## src/rtl/ctrl_pkg.sv

```systemverilog
// Shared types and encodings for the multi-cycle RV32I control unit.
package ctrl_pkg;

    localparam int unsigned ALU_OP_W     = 5;
    localparam int unsigned STATUS_Z_BIT = 2;
    localparam int unsigned STATE_W      = 3;
    localparam int unsigned XLEN         = 32;

    typedef enum logic [STATE_W-1:0] {
        FETCH  = 3'd0,
        DECODE = 3'd1,
        EXEC   = 3'd2,
        MEM    = 3'd3,
        WB     = 3'd4,
        HALT   = 3'd5
    } state_t;

    localparam logic [6:0] OP_R      = 7'b0110011;
    localparam logic [6:0] OP_I      = 7'b0010011;
    localparam logic [6:0] OP_LOAD   = 7'b0000011;
    localparam logic [6:0] OP_STORE  = 7'b0100011;
    localparam logic [6:0] OP_BRANCH = 7'b1100011;

    typedef enum logic [ALU_OP_W-1:0] {
        ALU_ADD  = 5'd0,
        ALU_SUB  = 5'd1,
        ALU_AND  = 5'd2,
        ALU_OR   = 5'd3,
        ALU_XOR  = 5'd4,
        ALU_SLL  = 5'd5,
        ALU_SRL  = 5'd6,
        ALU_SRA  = 5'd7,
        ALU_SLT  = 5'd8,
        ALU_SLTU = 5'd9
    } alu_op_t;

    // Registered control bundle; br_eval marks the branch EXEC cycle where PCSrc follows Z.
    typedef struct packed {
        logic    reg_write;
        logic    br_eval;
        logic    alu_src;
        alu_op_t alu_op;
        logic    write;
        logic    mem_to_reg;
        logic    pc_en;
        logic    halted;
    } ctrl_out_t;

    // funct3 -> ALU op for R/I arithmetic; alt selects SUB/SRA.
    function automatic alu_op_t arith_op(input logic [2:0] funct3, input logic alt);
        case (funct3)
            3'b000:  arith_op = alt ? ALU_SUB : ALU_ADD;
            3'b001:  arith_op = ALU_SLL;
            3'b010:  arith_op = ALU_SLT;
            3'b011:  arith_op = ALU_SLTU;
            3'b100:  arith_op = ALU_XOR;
            3'b101:  arith_op = alt ? ALU_SRA : ALU_SRL;
            3'b110:  arith_op = ALU_OR;
            default: arith_op = ALU_AND;
        endcase
    endfunction

endpackage

```

## src/rtl/multicycle_ctrl_if.sv

```systemverilog
// Controller <-> datapath/ROM signal bundle. CTRL_PERF_CNT_EN adds the perf counters.
interface multicycle_ctrl_if;
    import ctrl_pkg::*;

    logic [XLEN-1:0]     inst;
    logic [3:0]          status;
    logic                RegWrite;
    logic                PCSrc;
    logic                ALUSrc;
    logic [ALU_OP_W-1:0] ALU_operation;
    logic                write;
    logic                MemtoReg;
    logic                pc_en;
    logic                halted;
    logic [STATE_W-1:0]  state_o;
`ifdef CTRL_PERF_CNT_EN
    logic [31:0]         cycle_cnt;
    logic [31:0]         instret_cnt;
`endif

`ifdef CTRL_PERF_CNT_EN
    modport master (input inst, status,
                    output RegWrite, PCSrc, ALUSrc, ALU_operation, write, MemtoReg,
                           pc_en, halted, state_o, cycle_cnt, instret_cnt);
    modport slave  (output inst, status,
                    input  RegWrite, PCSrc, ALUSrc, ALU_operation, write, MemtoReg,
                           pc_en, halted, state_o, cycle_cnt, instret_cnt);
`else
    modport master (input inst, status,
                    output RegWrite, PCSrc, ALUSrc, ALU_operation, write, MemtoReg,
                           pc_en, halted, state_o);
    modport slave  (output inst, status,
                    input  RegWrite, PCSrc, ALUSrc, ALU_operation, write, MemtoReg,
                           pc_en, halted, state_o);
`endif

endinterface

```

## src/rtl/alu_op_decoder.sv

```systemverilog
// Combinational opcode/funct decode to ALU operation, flagging unsupported encodings.
module alu_op_decoder
    import ctrl_pkg::*;
(
    input  logic [6:0] opcode,
    input  logic [2:0] funct3,
    input  logic       funct7_b5,
    output alu_op_t    alu_op_c,
    output logic       illegal_c
);

    always_comb begin
        alu_op_c  = ALU_ADD;
        illegal_c = 1'b0;
        case (opcode)
            OP_R:      alu_op_c = arith_op(funct3, funct7_b5);
            // addi has no subtract form; bit 30 is immediate data there
            OP_I:      alu_op_c = arith_op(funct3, funct7_b5 && (funct3 != 3'b000));
            OP_LOAD,
            OP_STORE: begin
                alu_op_c  = ALU_ADD;
                illegal_c = (funct3 != 3'b010);
            end
            OP_BRANCH: begin
                alu_op_c  = ALU_SUB;
                illegal_c = (funct3[2:1] != 2'b00);
            end
            default:   illegal_c = 1'b1;
        endcase
    end

endmodule

```

## src/rtl/multicycle_ctrl.sv

```systemverilog
// Multi-cycle FETCH/DECODE/EXEC/MEM/WB sequencer driving the RV32I datapath controls.
// Define CTRL_PERF_CNT_EN to add cycle_cnt/instret_cnt.
module multicycle_ctrl
    import ctrl_pkg::*;
(
    input  logic              clk,
    input  logic              reset,
    multicycle_ctrl_if.master bus
);

    state_t          state_q, state_d;
    logic [XLEN-1:0] ir_q, ir_d;
    ctrl_out_t       out_q, out_d;
    alu_op_t         alu_op_c;
    logic            illegal_c;
    logic            is_r, is_load, is_store, is_branch, rd_nz;
    logic            unused_bits;

    alu_op_decoder u_dec (
        .opcode    (ir_q[6:0]),
        .funct3    (ir_q[14:12]),
        .funct7_b5 (ir_q[30]),
        .alu_op_c  (alu_op_c),
        .illegal_c (illegal_c)
    );

    assign is_r      = (ir_q[6:0] == OP_R);
    assign is_load   = (ir_q[6:0] == OP_LOAD);
    assign is_store  = (ir_q[6:0] == OP_STORE);
    assign is_branch = (ir_q[6:0] == OP_BRANCH);
    assign rd_nz     = (ir_q[11:7] != 5'd0);

    // Next state, and the control word for the state being entered
    always_comb begin
        state_d = state_q;
        ir_d    = ir_q;
        out_d   = '0;
        case (state_q)
            FETCH: begin
                ir_d    = bus.inst;
                state_d = DECODE;
            end
            DECODE:  state_d = illegal_c ? HALT : EXEC;
            EXEC:    state_d = is_branch ? FETCH : ((is_load || is_store) ? MEM : WB);
            MEM:     state_d = is_store ? FETCH : WB;
            WB:      state_d = FETCH;
            HALT:    state_d = HALT;
            default: state_d = FETCH;
        endcase

        case (state_d)
            EXEC: begin
                out_d.alu_op  = alu_op_c;
                out_d.alu_src = !(is_r || is_branch);
                out_d.pc_en   = is_branch;
                out_d.br_eval = is_branch;
            end
            MEM: begin
                out_d.alu_op  = alu_op_c;
                out_d.alu_src = 1'b1;
                out_d.write   = is_store;
                out_d.pc_en   = is_store;
            end
            WB: begin
                out_d.alu_op     = alu_op_c;
                out_d.alu_src    = !is_r;
                out_d.reg_write  = rd_nz;
                out_d.mem_to_reg = !is_load;
                out_d.pc_en      = 1'b1;
            end
            HALT:    out_d.halted = 1'b1;
            default: ;
        endcase
    end

    always_ff @(posedge clk or negedge reset) begin
        if (!reset) begin
            state_q <= FETCH;
            ir_q    <= '0;
            out_q   <= '0;
        end else begin
            state_q <= state_d;
            ir_q    <= ir_d;
            out_q   <= out_d;
        end
    end

    assign bus.RegWrite      = out_q.reg_write;
    assign bus.ALUSrc        = out_q.alu_src;
    assign bus.ALU_operation = out_q.alu_op;
    assign bus.write         = out_q.write;
    assign bus.MemtoReg      = out_q.mem_to_reg;
    assign bus.pc_en         = out_q.pc_en;
    assign bus.halted        = out_q.halted;
    assign bus.state_o       = state_q;
    // Branch compare result only exists while the ALU runs SUB in EXEC
    assign bus.PCSrc         = out_q.br_eval & (bus.status[STATUS_Z_BIT] ^ ir_q[12]);

    assign unused_bits = ^{ir_q[31], ir_q[29:15], bus.status};

`ifdef CTRL_PERF_CNT_EN
    logic [31:0] cycle_q, instret_q;

    always_ff @(posedge clk or negedge reset) begin
        if (!reset) begin
            cycle_q   <= '0;
            instret_q <= '0;
        end else begin
            if (state_q != HALT) cycle_q <= cycle_q + 32'd1;
            if (out_q.pc_en)     instret_q <= instret_q + 32'd1;
        end
    end

    assign bus.cycle_cnt   = cycle_q;
    assign bus.instret_cnt = instret_q;
`endif

endmodule

```

## src/flat_wrapper.sv

```systemverilog
// flat-port wrapper written by rule: the top's interface ports become plain ports
module multicycle_ctrl_flat import ctrl_pkg::*;
  (clk, reset, bus_inst, bus_status, bus_RegWrite, bus_PCSrc, bus_ALUSrc, bus_ALU_operation, bus_write, bus_MemtoReg, bus_pc_en, bus_halted, bus_state_o);
  multicycle_ctrl_if bus_i ();
  input  logic clk;
  input  logic reset;
  input wire logic [$bits(bus_i.inst)-1:0] bus_inst;
  input wire logic [$bits(bus_i.status)-1:0] bus_status;
  output wire logic [$bits(bus_i.RegWrite)-1:0] bus_RegWrite;
  output wire logic [$bits(bus_i.PCSrc)-1:0] bus_PCSrc;
  output wire logic [$bits(bus_i.ALUSrc)-1:0] bus_ALUSrc;
  output wire logic [$bits(bus_i.ALU_operation)-1:0] bus_ALU_operation;
  output wire logic [$bits(bus_i.write)-1:0] bus_write;
  output wire logic [$bits(bus_i.MemtoReg)-1:0] bus_MemtoReg;
  output wire logic [$bits(bus_i.pc_en)-1:0] bus_pc_en;
  output wire logic [$bits(bus_i.halted)-1:0] bus_halted;
  output wire logic [$bits(bus_i.state_o)-1:0] bus_state_o;
  assign bus_i.inst = bus_inst;
  assign bus_i.status = bus_status;
  assign bus_RegWrite = bus_i.RegWrite;
  assign bus_PCSrc = bus_i.PCSrc;
  assign bus_ALUSrc = bus_i.ALUSrc;
  assign bus_ALU_operation = bus_i.ALU_operation;
  assign bus_write = bus_i.write;
  assign bus_MemtoReg = bus_i.MemtoReg;
  assign bus_pc_en = bus_i.pc_en;
  assign bus_halted = bus_i.halted;
  assign bus_state_o = bus_i.state_o;
  multicycle_ctrl u_core (.clk(clk), .reset(reset), .bus(bus_i));
endmodule
```

## config.mk

```make
export PLATFORM = sky130hd
export DESIGN_NAME = multicycle_ctrl_flat
export DESIGN_NICKNAME = d
export VERILOG_FILES = /design/src/rtl/ctrl_pkg.sv /design/src/rtl/multicycle_ctrl_if.sv /design/src/rtl/alu_op_decoder.sv /design/src/rtl/multicycle_ctrl.sv /design/src/flat_wrapper.sv
export SDC_FILE = /design/constraint.sdc
export NUM_CORES = 1
export LEC_CHECK = 0
export CORE_ASPECT_RATIO = 1.4
export CORE_MARGIN = 5
export CORE_UTILIZATION = 25
export DETAILED_ROUTE_END_ITERATION = 16
export DONT_BUFFER_PORTS = 1
export PLACE_DENSITY = 0.43
export SETUP_SLACK_MARGIN = 0.4
export SYNTH_ARGS = -nofsm -noshare
export SYNTH_HDL_FRONTEND = slang
export SYNTH_SLANG_ARGS = --single-unit
```

## constraint.sdc

```tcl
create_clock -name clk -period 2.8 [get_ports clk]
set_clock_uncertainty 0.05 [all_clocks]
set_input_delay 0.56 -clock clk [delete_from_list [all_inputs] [get_ports clk]]
set_output_delay 0.56 -clock clk [all_outputs]
set_load 0.05 [all_outputs]
```

==> results of run 1 <==
path summary, 6_finish.rpt:
path | start | to | slack, ns | cells past startpoint
max | u_core.ir_q[12] | bus_PCSrc | 0.78 | 2
min | reset | u_core.bus.RegWrite | 0.05 | 1
max reg2reg | u_core.bus.state_o[0] | u_core.bus.state_o[2] | 0.82 | 3
min reg2reg | u_core.ir_q[2] | u_core.ir_q[2] | 0.45 | 1
max in group asynchronous | reset | u_core.bus.MemtoReg | 2.48 | 1
min in group clk | bus_inst[5] | u_core.ir_q[5] | 0.36 | 2
cells by family after synthesis:
logic type | count (synthesis)
xor+xnor | 3
simple gates | 39
compound gates | 23
fa+ha+maj | 1
mux | 15
buf+inv | 16
other cells | 1
flops | 30
flip-flops by register name, summed over array words and instances (netlist names):
signal / flops
u_core.ir_q: 16
u_core.bus.ALU_operation: 4
u_core.bus.state_o: 3
u_core.bus.ALUSrc: 1
u_core.bus.MemtoReg: 1
u_core.bus.RegWrite: 1
u_core.bus.halted: 1
u_core.bus.pc_en: 1
u_core.bus.write: 1
u_core.out_q: 1
where the power goes:
group	internal, mW	total, mW	switching, mW
Clock	0.197	0.360	0.163
Sequential	0.535	0.760	0.226
Combinational	0.164	0.308	0.145
cell usage after synthesis, types with 2 or more instances:
cell type,count,area (um^2)
nand2_1,5,18.8
o21ai_0,4,20.0
xor2_1,2,17.5
o211ai_1,2,15.0
dfrtp_1,30,751
o21ai_2,2,17.5
a21oi_1,5,25.0
o31ai_1,4,30.0
nor2b_1,2,12.5
clkbuf_8,2,27.5
buf_4,5,37.5
inv_1,3,11.3
nand2b_1,2,12.5
buf_2,2,10.0
nor3_1,5,25.0
buf_6,2,22.5
mux2_2,15,169
nor2_1,12,45.0
layout by cell type, fill, tap and decap left out, types with 2 or more instances in the layout:
cell and instances:
nand2b_1 2, o21ai_2 2, nor2b_1 2, mux2_2 15
nor2_1 12, nand2_1 5, o21ai_0 4, inv_1 3
o31ai_1 4, xor2_1 2, clkbuf_8 6, nor3_1 5
o211ai_1 2, a21oi_1 5, dfrtp_1 30
routing by layer:
layer,track usage,vias up,routed length (um)
li1,-,433,-
met1,0.104,466,1230
met2,0.141,39,1540
met3,0.0377,2,232
met4,0.0256,0,17
met5,0,-,0
cell type report:
class,instances,area [um^2]
Fill cell,617,4230
Sequential cell,30,751
Multi-Input combinational cell,82,617
Tap cell,70,87.6
Clock buffer,6,82.6
Timing Repair Buffer,2,27.5
Clock inverter,2,12.5
Inverter,3,11.3
==> qor.yml, run 1 <==
outcome:
  outcome: "complete, no violations"
power_and_ir_drop:
  p_per_area_nw_per_um2: 899
  power.leakage_nw: 0.630
  ir_drop_uv: 445
  fin_total_pwr_mw: 1.43
finish:
  diodes: 0
  utilization: 0.273
  final_nets: 162
  syn_to_final_growth_pct: 6.99
  instances_no_fill: 195
  drive_gt1_frac: 0.304
  stdcell_area_um2: 1590
clock_tree:
  clk_pin_slew_ns: 0.07
  cts.repair.resized: 0
  cts.sinks: 30
  ctsHoldBuffers: 1
  clockBufferDepth: 2
  root_buffer: "clkbuf_8"
  cts_tree: "yes"
  clkLatencyLatePin_ns: 0.28
  cts_max_level: 2
  postCtsSetupRepairBufs: 0
  cts_buffers: 5
logic_synthesis:
  synth.net_count: 166
  ys_warn_count: 0
  ys_ff_latch: 30
  syn_inst: 128
  syn_area_per_cell_um2: 11.6
  synth.area.mux_share: 0.114
  synthFlopType: "dfrtp_1"
  synth_fa_ha_area_frac: 0.00674
  yosysSeqAreaShare: 0.505
  synth-compound-area-share: 0.110
  yosys.cell_types.count: 42
  syn_area_um2: 1490
  synth_xor_area_frac: 0.0177
  synth_top_family_by_area: "simple AND/OR/NAND/NOR gates"
  async_reset_ff_frac: 1.00
  synth-edff-count: 0
  synth-simple-area-share: 0.165
setup_path:
  required_ns: 2.19
  crit_family: "flip-flops"
  cpMaxStageDelayCell: "dfrtp_1"
  crit_arrival_ns: 1.41
  end_kind: "primary output"
  cp_num_buf_inv: 0
  cp_cell_sequence: "xor2_1 -> and2_1"
  start_kind: "register"
  worstSetupPathType: "register to primary output"
  slowest_delay_ns: 0.52
  crit_fanout: 9
global_route:
  grt_start_max_net_pins: 31
  grt_pass1_vias: 983
  grt_pass1_wl_um: 5010
  antenna_found_initial: 0
  globalRouteOverflowTotal: 0
  grt_use_total: 0.0869
floorplanning:
  start_util: 0.255
  core_um2: 5820
  fp.dieH_um: 101
  ios: 53
  dieArea_um2: 7600
  die_w_um: 75.1
  row_count: 33
timing:
  finalSetupViolCount: 0
  grt_setup_unrepaired: "no"
  max_freq_mhz: 496
  hold_slack_ns: 0.0514
  timing.setup.tns_ns: 0
  period_minus_slack_ns: 2.02
  setup_ws_ns: 0.783
  fin_crit_sh: 0.720
  finalMaxSlewViolations: 0
  final_hold_viol_count: 0
  relSlewSlack: 0.537
  tightest_slew_ns: 0.694
detailed_routing:
  drt_iter0_markers: 30
  viasPerCell: 4.82
  avgRoutedWirePerCell_um: 15.5
  antenna_left: 0
  drc: 0
  vias: 940
  dr.pass1.iters: 4
  finalWirelength_um: 3020
placed_design:
  dp_slack_ns: 0.801
  dp.cells: 186
  placed_area_um2: 1470
  io_buffers: 0
  gp_congestion: 0.730
  dpl.hpwl_um: 2200
job:
  drv_cap: 0
hold_path:
  hp-class: "input pin to asynchronous set/reset pin"
No activity file was read; power rests on OpenSTA's default activity.
==> run 2: changes to the inputs <==
==> constraint.sdc (replaced) <==
create_clock -name clk -period 2.05 [get_ports clk]
set_clock_uncertainty 0.05 [all_clocks]
set_input_delay 0.41 -clock clk [delete_from_list [all_inputs] [get_ports clk]]
set_output_delay 0.41 -clock clk [all_outputs]
set_load 0.05 [all_outputs]
==> qor.yml, run 2 (synthesis gave the netlist of run 1 again) <==
setup_path:
  reg2reg_to: "u_core.bus.ALUSrc"
  ff2ff_path_depth: 5
  cp_cell_sequence: "or4b_4 -> a21oi_4 -> a21oi_2 -> o31ai_1 -> nand2_1"
  endpoint: "u_core.bus.ALUSrc"
  crit_family: "simple AND/OR/NAND/NOR gates"
  cp.depth: 5
  end_kind: "register"
  start_kind: "register"
  required_ns: 2.16
  worstSetupPathType: "register to register"
  ff2ff_setup_slack_ns: 0.38
  cp_num_buf_inv: 0
  crit_arrival_ns: 1.77
  worstSetupStartpoint: "u_core.ir_q[4]"
  crit_fanout: 4
  slowest_delay_ns: 0.55
  r2r_start: "u_core.ir_q[4]"
  cpMaxStageDelayCell: "or4b_4"
detailed_routing:
  viasPerCell: 4.63
  dr.pass1.iters: 3
  avgRoutedWirePerCell_um: 14.4
  finalWirelength_um: 3060
  topRoutingLayerUsed: "met4"
  drc: 0
  antenna_left: 0
  drt_iter0_markers: 24
  wl_met1_um: 1120
  vias: 986
  wl_met3_um: 255
  wl_met2_um: 1630
timing:
  grt_setup_unrepaired: "yes"
  finalMaxSlewViolations: 0
  hold_slack_ns: 0.204
  fin_crit_sh: 0.813
  finalSetupViolCount: 0
  final_hold_viol_count: 0
  period_minus_slack_ns: 1.67
  max_freq_mhz: 600
  timing.setup.tns_ns: 0
global_route:
  grt_pass1_wl_um: 4990
  grt_pass1_vias: 1069
  grt_start_max_net_pins: 31
  antenna_found_initial: 0
  grt_use_total: 0.0883
  globalRouteOverflowTotal: 0
clock_tree:
  root_buffer: "clkbuf_8"
  clkLatencyLatePin_ns: 0.28
  cts_buffers: 5
  cts.sinks: 30
  clk_pin_slew_ns: 0.06
  clockBufferDepth: 2
  cts_max_level: 2
  cts_tree: "yes"
finish:
  top_register: "u_core.ir_q"
  drive_gt1_frac: 0.497
  syn_to_final_growth_pct: 22.6
  mostFrequentLayoutCell: "dfrtp_1"
  nFillCells: 609
  stdcell_area_um2: 1820
  layout_common_cells: "dfrtp_1, mux2_2, buf_4"
  final_nets: 180
  diodes: 0
  largest_register_ffs: 16
floorplanning:
  dieArea_um2: 7600
  fp.dieH_um: 101
  core_um2: 5820
  row_count: 33
  ios: 53
  die_w_um: 75.1
  start_util: 0.255
outcome:
  outcome: "complete, no violations"
placed_design:
  placed_area_um2: 1530
  io_buffers: 0
  dpl.hpwl_um: 2180
  gp_congestion: 0.819
hold_path:
  hp-class: "input pin to register"
power_and_ir_drop:
  p_per_area_nw_per_um2: 1200
  power.leakage_nw: 0.731
  ir_drop_uv: 525
job:
  drv_cap: 0
run 2: cell types whose count changed in the layout (fill, tap and decap cells not counted), moves of 3 or more:
cell     before  now
nor2_2        0    4
buf_4         1   15
buf_6         0    3
dfrtp_1      30   23
dfrtp_2       0    6
nor2_1       12    8
run 2: power breakdown:
part / switching [mW] / leakage, nW / internal, mW
Sequential: 0.212 / 0.362 / 0.749
Combinational: 0.375 / 0.320 / 0.371
Clock: 0.213 / 0.0482 / 0.270
Total: 0.800 / 0.731 / 1.39
run 2: layout make-up:
class	instances	area (um^2)	share of cell area
flip-flops and latches	30	762	0.419
well taps	70	87.6	0.0481
inverters	3	11.3	0.00619
clock buffers	7	86.3	0.0474
repair buffers	20	176	0.0969
multi-input cells	82	692	0.380
clock inverters	1	5.00	0.00275
run 2: repair_timing:
action | 4_1_cts | 5_1_grt
resized for setup | 11 | 14
endpoints found under the hold margin | 30 | 0
hold buffers | 2 | 0
pin swaps | 3 | 10
setup buffers | 7 | 4
endpoints found under the setup margin | 12 | 17
run 2: metal layers:
layer / global-route usage / up-vias
li1: - / 467
met1: 0.0924 / 483
met2: 0.143 / 28
met3: 0.0487 / 8
met4: 0.0404 / 0
met5: 0 / -
run 2: worst min-delay path by stage:
stage | start | end | cells after the start
global route | bus_inst[5] | u_core.ir_q[5] | 2
global placement | reset | u_core.ir_q[8] | 0
finish | bus_inst[5] | u_core.ir_q[5] | 2
floorplan | reset | u_core.bus.ALUSrc | 0
detailed placement | reset | u_core.ir_q[8] | 0
CTS | bus_inst[5] | u_core.ir_q[5] | 2
run 2: metrics by stage:
stage,setup WS (ns),instances,power (mW),utilization
final,0.384,213,2.19,0.313
after global routing,0.302,213,2.34,0.313
after CTS,0.338,209,2.14,0.299
after detailed placement,0.253,192,1.51,0.262
after global placement,0.261,192,1.50,0.262
after floorplan,0.343,128,1.45,-
run 2: worst register-to-register path, stage by stage, from the launching register on:
cell,delay [ns]
dfrtp_2,0.41
or4b_4,0.55
a21oi_4,0.17
a21oi_2,0.07
o31ai_1,0.20
nand2_1,0.09
